==> config.mk <==
export PLATFORM = sky130hd
export DESIGN_NAME = menu_select_screen
export DESIGN_NICKNAME = d
export VERILOG_FILES = /design/src/rtl/menu_select_screen.sv
export SDC_FILE = /design/constraint.sdc
export NUM_CORES = 1
export LEC_CHECK = 0
export ABC_AREA = 1
export CAP_MARGIN = 25
export CORE_ASPECT_RATIO = 1.25
export CORE_UTILIZATION = 37
export CTS_CLUSTER_DIAMETER = 80
export CTS_CLUSTER_SIZE = 16
export DETAILED_ROUTE_END_ITERATION = 8
export PLACE_DENSITY = 0.67
export SLEW_MARGIN = 20
export SYNTH_ARGS = -nofsm -noshare
export SYNTH_HDL_FRONTEND = slang
export SYNTH_SLANG_ARGS = --single-unit
==> constraint.sdc <==
create_clock -name clk -period 1.5 [get_ports clk]
set_input_delay 0.225 -clock clk [delete_from_list [all_inputs] [get_ports clk]]
set_output_delay 0.225 -clock clk [all_outputs]
set_load 0.05 [all_outputs]
==> src/rtl/menu_select_screen.sv <==
// Menu overlay for the OLED pixel stream: draws a cursor highlight band over option rows,
// handles up/down/select navigation, flashes the chosen row, then hands it off via valid/ready.
module menu_select_screen #(
  parameter int unsigned  NUM_OPTS     = 2,
  parameter int unsigned  ROW_Y0       = 35,
  parameter int unsigned  ROW_PITCH    = 9,
  parameter int unsigned  ROW_H        = 5,
  parameter int unsigned  X_MIN        = 20,
  parameter int unsigned  X_MAX        = 70,
  parameter bit           WRAP         = 1'b1,
  parameter int unsigned  FLASH_FRAMES = 8,
  parameter int unsigned  FLASH_CYCLES = 3,
  parameter logic [15:0]  FG           = 16'h0000,
  parameter logic [15:0]  BG           = 16'hFFFF,
  parameter logic [15:0]  HL           = 16'h5FFF,
  localparam int unsigned CW           = (NUM_OPTS > 1) ? $clog2(NUM_OPTS) : 1
) (
  input  logic          clk,
  input  logic          rst_n,
  input  logic          enable,
  input  logic          frame_begin,
  input  logic [6:0]    x,
  input  logic [5:0]    y,
  input  logic          text_px,
  input  logic          btn_up,
  input  logic          btn_down,
  input  logic          btn_sel,
  output logic [15:0]   oled_data,
  output logic [CW-1:0] cursor,
  output logic          sel_valid,
  output logic [CW-1:0] sel_idx,
  input  logic          sel_ready
);

  localparam int unsigned FrW       = (FLASH_FRAMES > 1) ? $clog2(FLASH_FRAMES) : 1;
  localparam int unsigned NumPhases = 2 * FLASH_CYCLES;
  localparam int unsigned PhW       = (NumPhases > 1) ? $clog2(NumPhases) : 1;

  localparam logic [CW-1:0]  LastOpt   = CW'(NUM_OPTS - 1);
  localparam logic [FrW-1:0] LastFrame = FrW'(FLASH_FRAMES - 1);
  localparam logic [PhW-1:0] LastPhase = PhW'(NumPhases - 1);
  localparam logic [7:0]     XMin8     = X_MIN[7:0];
  localparam logic [7:0]     XMax8     = X_MAX[7:0];

  typedef enum logic [2:0] {
    StIdle,
    StBrowse,
    StFlash,
    StValid,
    StDone
  } state_e;

  state_e          state_q, state_d;
  logic [CW-1:0]   cursor_q, cursor_d;
  logic [CW-1:0]   sel_idx_q, sel_idx_d;
  logic [FrW-1:0]  frame_cnt_q, frame_cnt_d;
  logic [PhW-1:0]  phase_cnt_q, phase_cnt_d;
  logic [15:0]     oled_q, oled_d;
  logic [2:0]      btn_lvl_q, btn_lvl_d;
  logic [2:0]      btn_prev_q, btn_prev_d;

  logic [2:0] btn_edge;
  logic       up_edge, down_edge, sel_edge;

  // Level registers reset high so a button already held at reset must be released first.
  always_comb begin
    btn_lvl_d  = {btn_sel, btn_down, btn_up};
    btn_prev_d = btn_lvl_q;
    btn_edge   = btn_lvl_q & ~btn_prev_q;
    up_edge    = btn_edge[0];
    down_edge  = btn_edge[1];
    sel_edge   = btn_edge[2];
  end

  always_comb begin
    state_d     = state_q;
    cursor_d    = cursor_q;
    sel_idx_d   = sel_idx_q;
    frame_cnt_d = frame_cnt_q;
    phase_cnt_d = phase_cnt_q;

    if (!enable) begin
      state_d = StIdle;
    end else begin
      unique case (state_q)
        StIdle: begin
          state_d  = StBrowse;
          cursor_d = '0;
        end
        StBrowse: begin
          if (sel_edge) begin
            state_d     = StFlash;
            sel_idx_d   = cursor_q;
            frame_cnt_d = '0;
            phase_cnt_d = '0;
          end else if (up_edge && !down_edge) begin
            if (cursor_q == '0) begin
              cursor_d = WRAP ? LastOpt : '0;
            end else begin
              cursor_d = cursor_q - CW'(1);
            end
          end else if (down_edge && !up_edge) begin
            if (cursor_q == LastOpt) begin
              cursor_d = WRAP ? '0 : LastOpt;
            end else begin
              cursor_d = cursor_q + CW'(1);
            end
          end
        end
        StFlash: begin
          if (frame_begin) begin
            if (frame_cnt_q == LastFrame) begin
              frame_cnt_d = '0;
              if (phase_cnt_q == LastPhase) begin
                phase_cnt_d = '0;
                state_d     = StValid;
              end else begin
                phase_cnt_d = phase_cnt_q + PhW'(1);
              end
            end else begin
              frame_cnt_d = frame_cnt_q + FrW'(1);
            end
          end
        end
        StValid: begin
          if (sel_ready) begin
            state_d = StDone;
          end
        end
        StDone: begin
          state_d = StDone;
        end
        default: begin
          state_d = StIdle;
        end
      endcase
    end
  end

  logic                hl_en;
  logic [CW-1:0]       hl_row;
  logic [NUM_OPTS-1:0] hl_mask;
  logic [NUM_OPTS-1:0] in_row;
  logic [7:0]          x8, y8;
  logic                in_x;

  always_comb begin
    hl_en  = 1'b0;
    hl_row = '0;
    unique case (state_q)
      StBrowse, StValid, StDone: begin
        hl_en  = 1'b1;
        hl_row = cursor_q;
      end
      StFlash: begin
        // Even phases are "on", so the flash starts lit.
        hl_en  = ~phase_cnt_q[0];
        hl_row = sel_idx_q;
      end
      default: begin
        hl_en  = 1'b0;
        hl_row = '0;
      end
    endcase
    for (int r = 0; r < int'(NUM_OPTS); r++) begin
      hl_mask[r] = hl_en && (hl_row == CW'(r));
    end
  end

  assign x8   = {1'b0, x};
  assign y8   = {2'b00, y};
  assign in_x = (x8 >= XMin8) && (x8 <= XMax8);

  for (genvar r = 0; r < NUM_OPTS; r++) begin : g_row
    localparam int unsigned RowTop   = ROW_Y0 + r * ROW_PITCH;
    localparam int unsigned RowBot   = RowTop + ROW_H - 1;
    localparam logic [7:0]  RowTop8  = RowTop[7:0];
    localparam logic [7:0]  RowBot8  = RowBot[7:0];
    // Bands reaching past the last screen line are suppressed entirely.
    localparam bit          Drawable = (ROW_H > 0) && (RowBot <= 63);
    assign in_row[r] = Drawable && (y8 >= RowTop8) && (y8 <= RowBot8);
  end

  always_comb begin
    oled_d = BG;
    if (text_px) begin
      oled_d = FG;
    end else if (in_x && |(in_row & hl_mask)) begin
      oled_d = HL;
    end
  end

  always_ff @(posedge clk) begin
    if (!rst_n) begin
      state_q     <= StIdle;
      cursor_q    <= '0;
      sel_idx_q   <= '0;
      frame_cnt_q <= '0;
      phase_cnt_q <= '0;
      oled_q      <= BG;
      btn_lvl_q   <= '1;
      btn_prev_q  <= '1;
    end else begin
      state_q     <= state_d;
      cursor_q    <= cursor_d;
      sel_idx_q   <= sel_idx_d;
      frame_cnt_q <= frame_cnt_d;
      phase_cnt_q <= phase_cnt_d;
      oled_q      <= oled_d;
      btn_lvl_q   <= btn_lvl_d;
      btn_prev_q  <= btn_prev_d;
    end
  end

  assign oled_data = oled_q;
  assign cursor    = cursor_q;
  assign sel_valid = (state_q == StValid);
  assign sel_idx   = sel_idx_q;

endmodule
**After elaboration in Yosys (flattened, before gate mapping)**

Cells that the tools add are included.

- Mux-type cells: 24
- $lt $le $gt $ge: 6
- Reduce and logical (&&, ||, !) cells: 21
- Equality and inequality tests: 13
- Add/subtract/negate cells: 4
- Bitwise logic cells: 5

Operators with widths:

| cell | number |
|---|---|
| $mux W3 | 11 |
| $mux W16 | 2 |
| $pmux W3 S5 | 1 |
| $ge A6 B6 Y1 const B | 2 |
| $le A6 B6 Y1 const B | 2 |
| $pmux W3 S2 | 2 |
| $ne A2 B2 Y1 const B | 5 |
| $reduce_and A5 Y1 | 2 |
| $eq A3 B3 Y1 const B | 3 |
| $logic_and A1 B1 Y1 | 8 |
| $reduce_and A4 Y1 | 2 |
| $ge A7 B5 Y1 const B | 1 |
| $le A7 B7 Y1 const B | 1 |
| $add A3 B1 Y3 const B | 2 |
| $eq A3 B2 Y1 const B | 2 |
| $pmux W1 S2 | 3 |
| $mux W1 | 5 |
| $reduce_bool A2 Y1 | 2 |
| $and A3 B3 Y3 | 1 |
| $eq A3 B1 Y1 const B | 1 |
| $logic_not A3 Y1 | 1 |
| $ne A3 B3 Y1 const B | 1 |
| $not A3 Y3 | 1 |
| $reduce_and A3 Y1 | 1 |
| 9 further kinds | 11 |

- Input port bits: 22
- Output and inout bits: 19
- Flip-flop bits (word level): 33

**Logic depth before layout (Yosys ltp)**

Gate-level depths: netlist of run 1.

- Word-level depth: 10
- Mapped depth: 10
- Depth with buffers taken out: 10

**Least setup slack after synthesis of run 1**

No wires, ideal clock.

- Path type: register to output
- From: register, netlist name oled_data[14]
- To: output port oled_data[10]
- Slack: 0.152 ns
- Stages on the path, launching flop included: 2
- Data arrival time: 1.123 ns
- Data required time: 1.275 ns
- Cells stage by stage: dfxtp_1 -> buf_4

RTL lines:

| item | line | text |
|---|---|---|
| end: declaration | 28 | `output logic [15:0] oled_data,` |

**Worst setup path after layout of run 1**

- From: register state_q[0]
- To: output port sel_valid

- Longest elaborated chain between the ends: 1

RTL lines:

| item | line | text |
|---|---|---|
| start: declaration | 53 | `state_e state_q, state_d;` |
| start signal: assignment | 195 | `state_q <= StIdle;` |
| start signal: assignment | 204 | `state_q <= state_d;` |
| $eq A3 B2 Y1 | 217 | `assign sel_valid = (state_q == StValid);` |
| end: declaration | 30 | `output logic sel_valid,` |

Every way passes these cells.

==> results of run 1 <==
==> cell type report <==
| class | instances | area (um2) |
|---|---|---|
| clock buffers | 3 | 22.5 |
| clock inverters | 1 | 5.00 |
| fillers | 284 | 1260 |
| inverters | 30 | 113 |
| multi-input cells | 125 | 604 |
| flip-flops and latches | 19 | 385 |
| well taps | 36 | 45.0 |
| repair buffers | 45 | 591 |
==> worst max-delay path, stage by stage (launching register included) <==
cell	delay (ns)
dfxtp_4	0.38
inv_1	0.06
nor2_4	0.12
nand2_1	0.12
inv_2	0.11
buf_12	0.14
==> power by group through the flow <==
stage                     sequential [mW]  clock [mW]  combinational [mW]
final                               0.563       0.261               0.500
after global routing                0.568       0.300               0.542
after CTS                           0.563       0.268               0.499
after detailed placement            0.574           0               0.497
after global placement              0.573           0               0.494
after floorplan                     0.586           0               0.297
==> registers in the layout, summed over array words and instances, names as in the netlist <==
signal / flops
btn_prev_q: 3
cursor: 1
frame_cnt_q: 3
phase_cnt_q: 3
state_q: 3
oled_data: 2
sel_idx: 1
btn_lvl_q: 3
==> final timing paths <==
path / from / end / slack [ns]
max: state_q[0]$_SDFFE_PN0P_ / sel_valid / 0.05
max reg2reg: frame_cnt_q[0]$_SDFFE_PN0P_ / phase_cnt_q[0]$_SDFFE_PN0P_ / 0.12
min reg2reg: btn_lvl_q[1]$_SDFF_PN1_ / btn_prev_q[1]$_SDFF_PN1_ / 0.46
min: text_px / oled_data[14]$_SDFF_PN1_ / 0.43
==> cell families after synthesis <==
family	count (synthesis)	share of synthesized area
flops	19	0.316
buf+inv	45	0.185
simple gates	105	0.389
compound gates	17	0.0812
xor+xnor	1	0.00729
fa+ha+maj	2	0.0208
==> metal layers <==
| metal | vias to the layer above | part of all wire | track usage |
|---|---|---|---|
| met5 | - | 0 | 0 |
| met4 | 0 | 0.017 | 0.0691 |
| met3 | 5 | 0.060 | 0.0185 |
| met2 | 34 | 0.49 | 0.286 |
| met1 | 490 | 0.44 | 0.174 |
| li1 | 634 | - | - |
==> timing repair <==
action,in CTS,in global routing
endpoints found under the setup margin,1,4
setup buffers,0,1
gates resized for setup,1,4
==> through the flow <==
| stage | utilization | instance area, um2 | instances | worst slack, ns | TNS (ns) |
|---|---|---|---|---|---|
| 2_1_floorplan | - | 1200 | 189 | 0.152 | 0 |
| 3_3_place_gp | 0.568 | 1720 | 254 | 0.0921 | 0 |
| 3_5_place_dp | 0.568 | 1720 | 254 | 0.0476 | 0 |
| 4_1_cts | 0.578 | 1750 | 258 | 0.0140 | 0 |
| 5_1_grt | 0.583 | 1770 | 259 | -0.00189 | -0.00189 |
| 6_report | 0.583 | 1770 | 259 | 0.0475 | 0 |
==> Yosys cell counts <==
| master | instances |
|---|---|
| nor3_1 | 1 |
| o21bai_1 | 1 |
| xnor2_1 | 1 |
| nor2_2 | 3 |
| clkinv_1 | 1 |
| a21oi_2 | 1 |
| buf_4 | 14 |
| clkbuf_2 | 1 |
| inv_2 | 2 |
| a21oi_1 | 10 |
| or2_2 | 4 |
| dfxtp_1 | 19 |
| ha_1 | 2 |
| nand2_1 | 56 |
| nor2_1 | 20 |
| nand3_2 | 2 |
| nor2_4 | 1 |
| nand2_4 | 1 |
| nand2_2 | 3 |
| nand3b_1 | 1 |
| o21a_1 | 1 |
| o21ai_0 | 3 |
| nand3_1 | 13 |
| o21ai_2 | 1 |
| inv_1 | 27 |
==> metrics.txt, run 1 <==
final net count=248; MaxCap Viol Count=0; fraction of layout cells with a size suffix above 1=0.224; GRT overflow=0; worst-skew pair later-pin latency=about 0.30 ns; Critical Path Fanout Max=4; Power, Total=approximately 1.3 mW; TritonCTS Sinks=19; Routed WL per cell=just over 9 um; Seq/Total Area, Yosys=0.316; worst ir drop on vdd=0.419 mV; Distinct cells, synth=25; CTS tree=yes; Port-buffer cells=40; Die Width=53.0 um; Boundary Pins=41; CTS max path bufs=2; NetSw=469 uW; crit start category=flop; Crit Path Class=flop to output port; final antenna diode count=0; ranking of synthesized cells by area=dfxtp_1 (32%), nand2_1 (17%), buf_4 (8.7%); final hold slack=0.427 ns; most frequent cells in the layout=nand2_1 (56), inv_1 (26), clkdlybuf4s50_1 (21); Mapped Avg Cell Area=6.36 um2; FP Rows=22; Mapped Nets=around 210; DRT Wirelength=2400 um; Yosys reg bits=19; 1st-iter DRT viols=12; worst clock skew=0.00127 ns; FF-to-FF path depth=7; Setup Viol. Count Final=0; Mapped Cells=189; DIE AREA=3480 um2; vias in the first global route=1,019; Routed Antenna Nets=0; most common cell after layout, fill and taps aside=nand2_1; fin. max-slew vios=0; Highest Clock Rate=688 MHz; Clock Tree Root=clkbuf_4; 1st-pass router iterations=4; final hold violation count=0; Syn. warnings=0; Worst EP required=1.27 ns; clock-pin slew on the worst setup and hold paths=between 0.1 and 0.15 ns; Post-CTS Hold Buffers=0; TritonCTS Buffers=3; sequential cell fraction of total power=0.425; P&R area growth vs syn=46.8%; via count=1,163; first-pass GRT wire length=4080 um; Tmin final=1.45 ns; post-synth top area cell=dfxtp_1; detailed-route vias per instance=4.49; Initial Util=0.397; Yosys top cell area share=0.316; Internal Power=around 850 uW; CTS H-tree lvls=1; Tightest Pin Transition=roughly 0.30 ns; largest net degree at the start of global routing=12; total track usage=0.156; Switching Fraction=0.354; outcome=completed; endpoint class of the critical path=output port; drt drc=0; Slew HR=0.801; Core Region=3030 um2; Min-Delay Path Depth=2; crit path DAT=1.23 ns; HP Class=primary input to flop; initial antenna violation count=0; Combinational Power Share=0.378; Detail Placement HPWL=1990 um; clock power share=0.197; die extent in y=65.7 um; Pleak=0.883 nW; Final Cycle Share=0.968; PwrDens=750 nW/um2; GPL Wtd Cong=0.817; Mapped Area=1200 um2
Power figures use the tool's default switching activity.
==> run 2, diff against run 1 <==
--- a/config.mk
+++ b/config.mk
@@ -5,15 +5,13 @@
 export SDC_FILE = /design/constraint.sdc
 export NUM_CORES = 1
 export LEC_CHECK = 0
-export ABC_AREA = 1
 export CAP_MARGIN = 25
 export CORE_ASPECT_RATIO = 1.25
 export CORE_UTILIZATION = 37
 export CTS_CLUSTER_DIAMETER = 80
 export CTS_CLUSTER_SIZE = 16
 export DETAILED_ROUTE_END_ITERATION = 8
-export PLACE_DENSITY = 0.67
-export SLEW_MARGIN = 20
+export PLACE_DENSITY = 0.69
 export SYNTH_ARGS = -nofsm -noshare
 export SYNTH_HDL_FRONTEND = slang
 export SYNTH_SLANG_ARGS = --single-unit
==> run 2 against run 1 <==
Die area down 8.0%. Count of clock-buffer cells in the layout up 1. Non-clock buffer count up 14. Worst setup slack worse by 0.10 ns. Final area up 1.6%. The flow now finishes with violations (setup timing). Sequential power down 6.4%. Clock power down 2%. Wire length up 9.0%. Via count down 7.5%. Largest cell class is now buffers. First-iteration DRC count up 75%.
==> metrics.txt, run 2 <==
Syn. warnings=0; largest net degree at the start of global routing=15; most frequent cells in the layout=clkdlybuf4s50_1 (21), buf_4 (21), buf_12 (17); initial antenna violation count=0; crit path DAT=1.75 ns; clock power share=0.225; Final Cycle Share=1.04; Crit Path Class=flop to flop; Synth Flop Type=dfxtp_1; setup ws final=-0.0546 ns; final hold violation count=0; total track usage=0.182; top-count cell post-synth=dfxtp_1; worst-skew pair later-pin latency=0.29 ns; via count=1,076; dpl ws=-0.0958 ns; NetSw=333 uW; unrepaired setup endpoints after global routing=yes; Critical Path Fanout Max=3; Die Width=between 50 and 60 um; Mapped Area=1100 um2; Worst EP required=1.69 ns; CTS H-tree lvls=1; Tmin final=about 1.6 ns; Yosys reg bits=19; die extent in y=63.0 um; GR Util met3=0.0560; Core Region=2760 um2; MaxCap Viol Count=0; CTS max path bufs=2; TritonCTS Sinks=19; Seq/Total Area, Yosys=0.345; post-synth top area cell=dfxtp_1; GRT overflow=0; number of synthesized flops with an enable pin=0; Clock Tree Root=clkbuf_4; vias in the first global route=~1,100; failing checks=setup timing; Mapped Avg Cell Area=8.61 um2; most frequent cells after synthesis=dfxtp_1 (19), buf_4 (14), nand2_1 (12); Mapped Nets=between 150 and 200; CTS tree=yes; met1 usage=0.183; Port-buffer cells=40; Combinational Power Share=0.313; Yosys top cell area share=0.345; fraction of layout cells with a size suffix above 1=0.327; FP Rows=21; Post-synth ARST share=0; TritonCTS Buffers=3; worst ir drop on vdd=a little over 0.6 mV; final antenna diode count=0; detailed-route vias per instance=5.25; drt drc=0; Non-Filler Instances=205; first-pass GRT wire length=roughly 4500 um; Initial Util=0.400; final hold slack=~0.44 ns; Switching Fraction=0.292; Setup Viol. Count Final=4; placed insts=198; HP Class=flop to flop; endpoint class of the critical path=flop; sequential cell fraction of total power=0.462; Internal Power=806 uW; P&R area growth vs syn=62.8%; met2 global-route usage=0.318; final net count=about 200; ranking of synthesized cells by area=dfxtp_1 (35%), buf_4 (9.5%), nand2b_1 (5.7%); 1st-iter DRT viols=21; Boundary Pins=41; Routed Antenna Nets=0; DRT Wirelength=2620 um; Pleak=~0.71 nW; worst clock skew=between 0.006 and 0.007 ns; outcome=finished with violations; Post-CTS Hold Buffers=0; Highest Clock Rate=643 MHz; Routed WL per cell=12.8 um; Tightest Pin Transition=around 0.33 ns; GPL Wtd Cong=0.760; crit start category=flop; Distinct cells, synth=43; Slew HR=0.775; fin. max-slew vios=0; DIE AREA=3200 um2; 1st-pass router iterations=4; most used routing layer=met2; Mapped Cells=approximately 130; Detail Placement HPWL=between 2000 and 2500 um; PwrDens=635 nW/um2; clock-pin slew on the worst setup and hold paths=0.11 ns
-- run 2: changes by cell type in the layout (fill, tap and decap cells not counted), moves of 4 or more --
cell	delta
nor2b_1	+7
buf_4	+13
nand3_1	-10
nand2b_1	+10
or2_2	-4
nor2_1	-16
a21oi_1	-4
inv_1	-24
nand2_1	-44
-- run 2: worst max-delay path, cell delays in order (launching register included) --
cell	delay, ns
dfxtp_2	0.36
ha_4	0.16
ha_4	0.16
nor3b_4	0.20
a31oi_4	0.06
o211a_1	0.26
o221a_1	0.26
-- run 2: cell families after synthesis --
family,after synthesis,synth area share
AND/OR/NAND/NOR,53,0.277
AO/OA/AOI/OAI,28,0.193
buffers and inverters,23,0.136
flip-flops,19,0.345
multiplexers,2,0.0182
adder cells (fa/ha/maj),2,0.0227
XOR/XNOR,1,0.00795
-- run 2: power groups by stage --
stage	sequential (mW)	clock, mW	combinational, mW
after floorplan	0.555	0	0.166
after global placement	0.539	0	0.343
after detailed placement	0.539	0	0.350
after CTS	0.527	0.263	0.356
after global routing	0.529	0.289	0.376
final	0.527	0.256	0.357
-- run 2: metrics by stage --
stage	total power [mW]	instance area [um2]	TNS, ns	util
floorplan	0.721	1130	0	-
global placement	0.882	1720	-0.231	0.625
detailed placement	0.890	1720	-0.417	0.625
CTS	1.14	1770	-0.0990	0.642
global route	1.19	1790	-0.503	0.650
finish	1.14	1790	-0.164	0.650
-- run 2: worst paths after layout --
path	start	to	slack, ns	cells after the start
setup / recovery	frame_cnt_q[0]$_SDFFE_PN0P_	phase_cnt_q[0]$_SDFFE_PN0P_	-0.05	6
hold / removal	btn_lvl_q[0]$_SDFF_PN1_	btn_prev_q[0]$_SDFF_PN1_	0.44	1
setup reg to reg	frame_cnt_q[0]$_SDFFE_PN0P_	phase_cnt_q[0]$_SDFFE_PN0P_	-0.05	6
hold reg to reg	btn_lvl_q[0]$_SDFF_PN1_	btn_prev_q[0]$_SDFF_PN1_	0.44	1
-- run 2: per-layer routing --
metal | up-vias | part of all wire
li1 | 531 | -
met5 | - | 0
met1 | 494 | 0.37
met3 | 11 | 0.057
met2 | 40 | 0.54
met4 | 0 | 0.030
-- run 2: area by class of cell --
class	instances	area, um2
fillers	223	965
flip-flops and latches	19	389
clock buffers	4	26.3
inverters	3	11.3
well taps	34	42.5
multi-input cells	86	617
repair buffers	59	708
-- run 2: what timing repair did --
| item | in CTS | in global routing |
|---|---|---|
| endpoints found under the setup margin | 8 | 10 |
| pin swaps | 6 | 0 |
| buffers inserted | 1 | 2 |
| resized for setup | 7 | 2 |
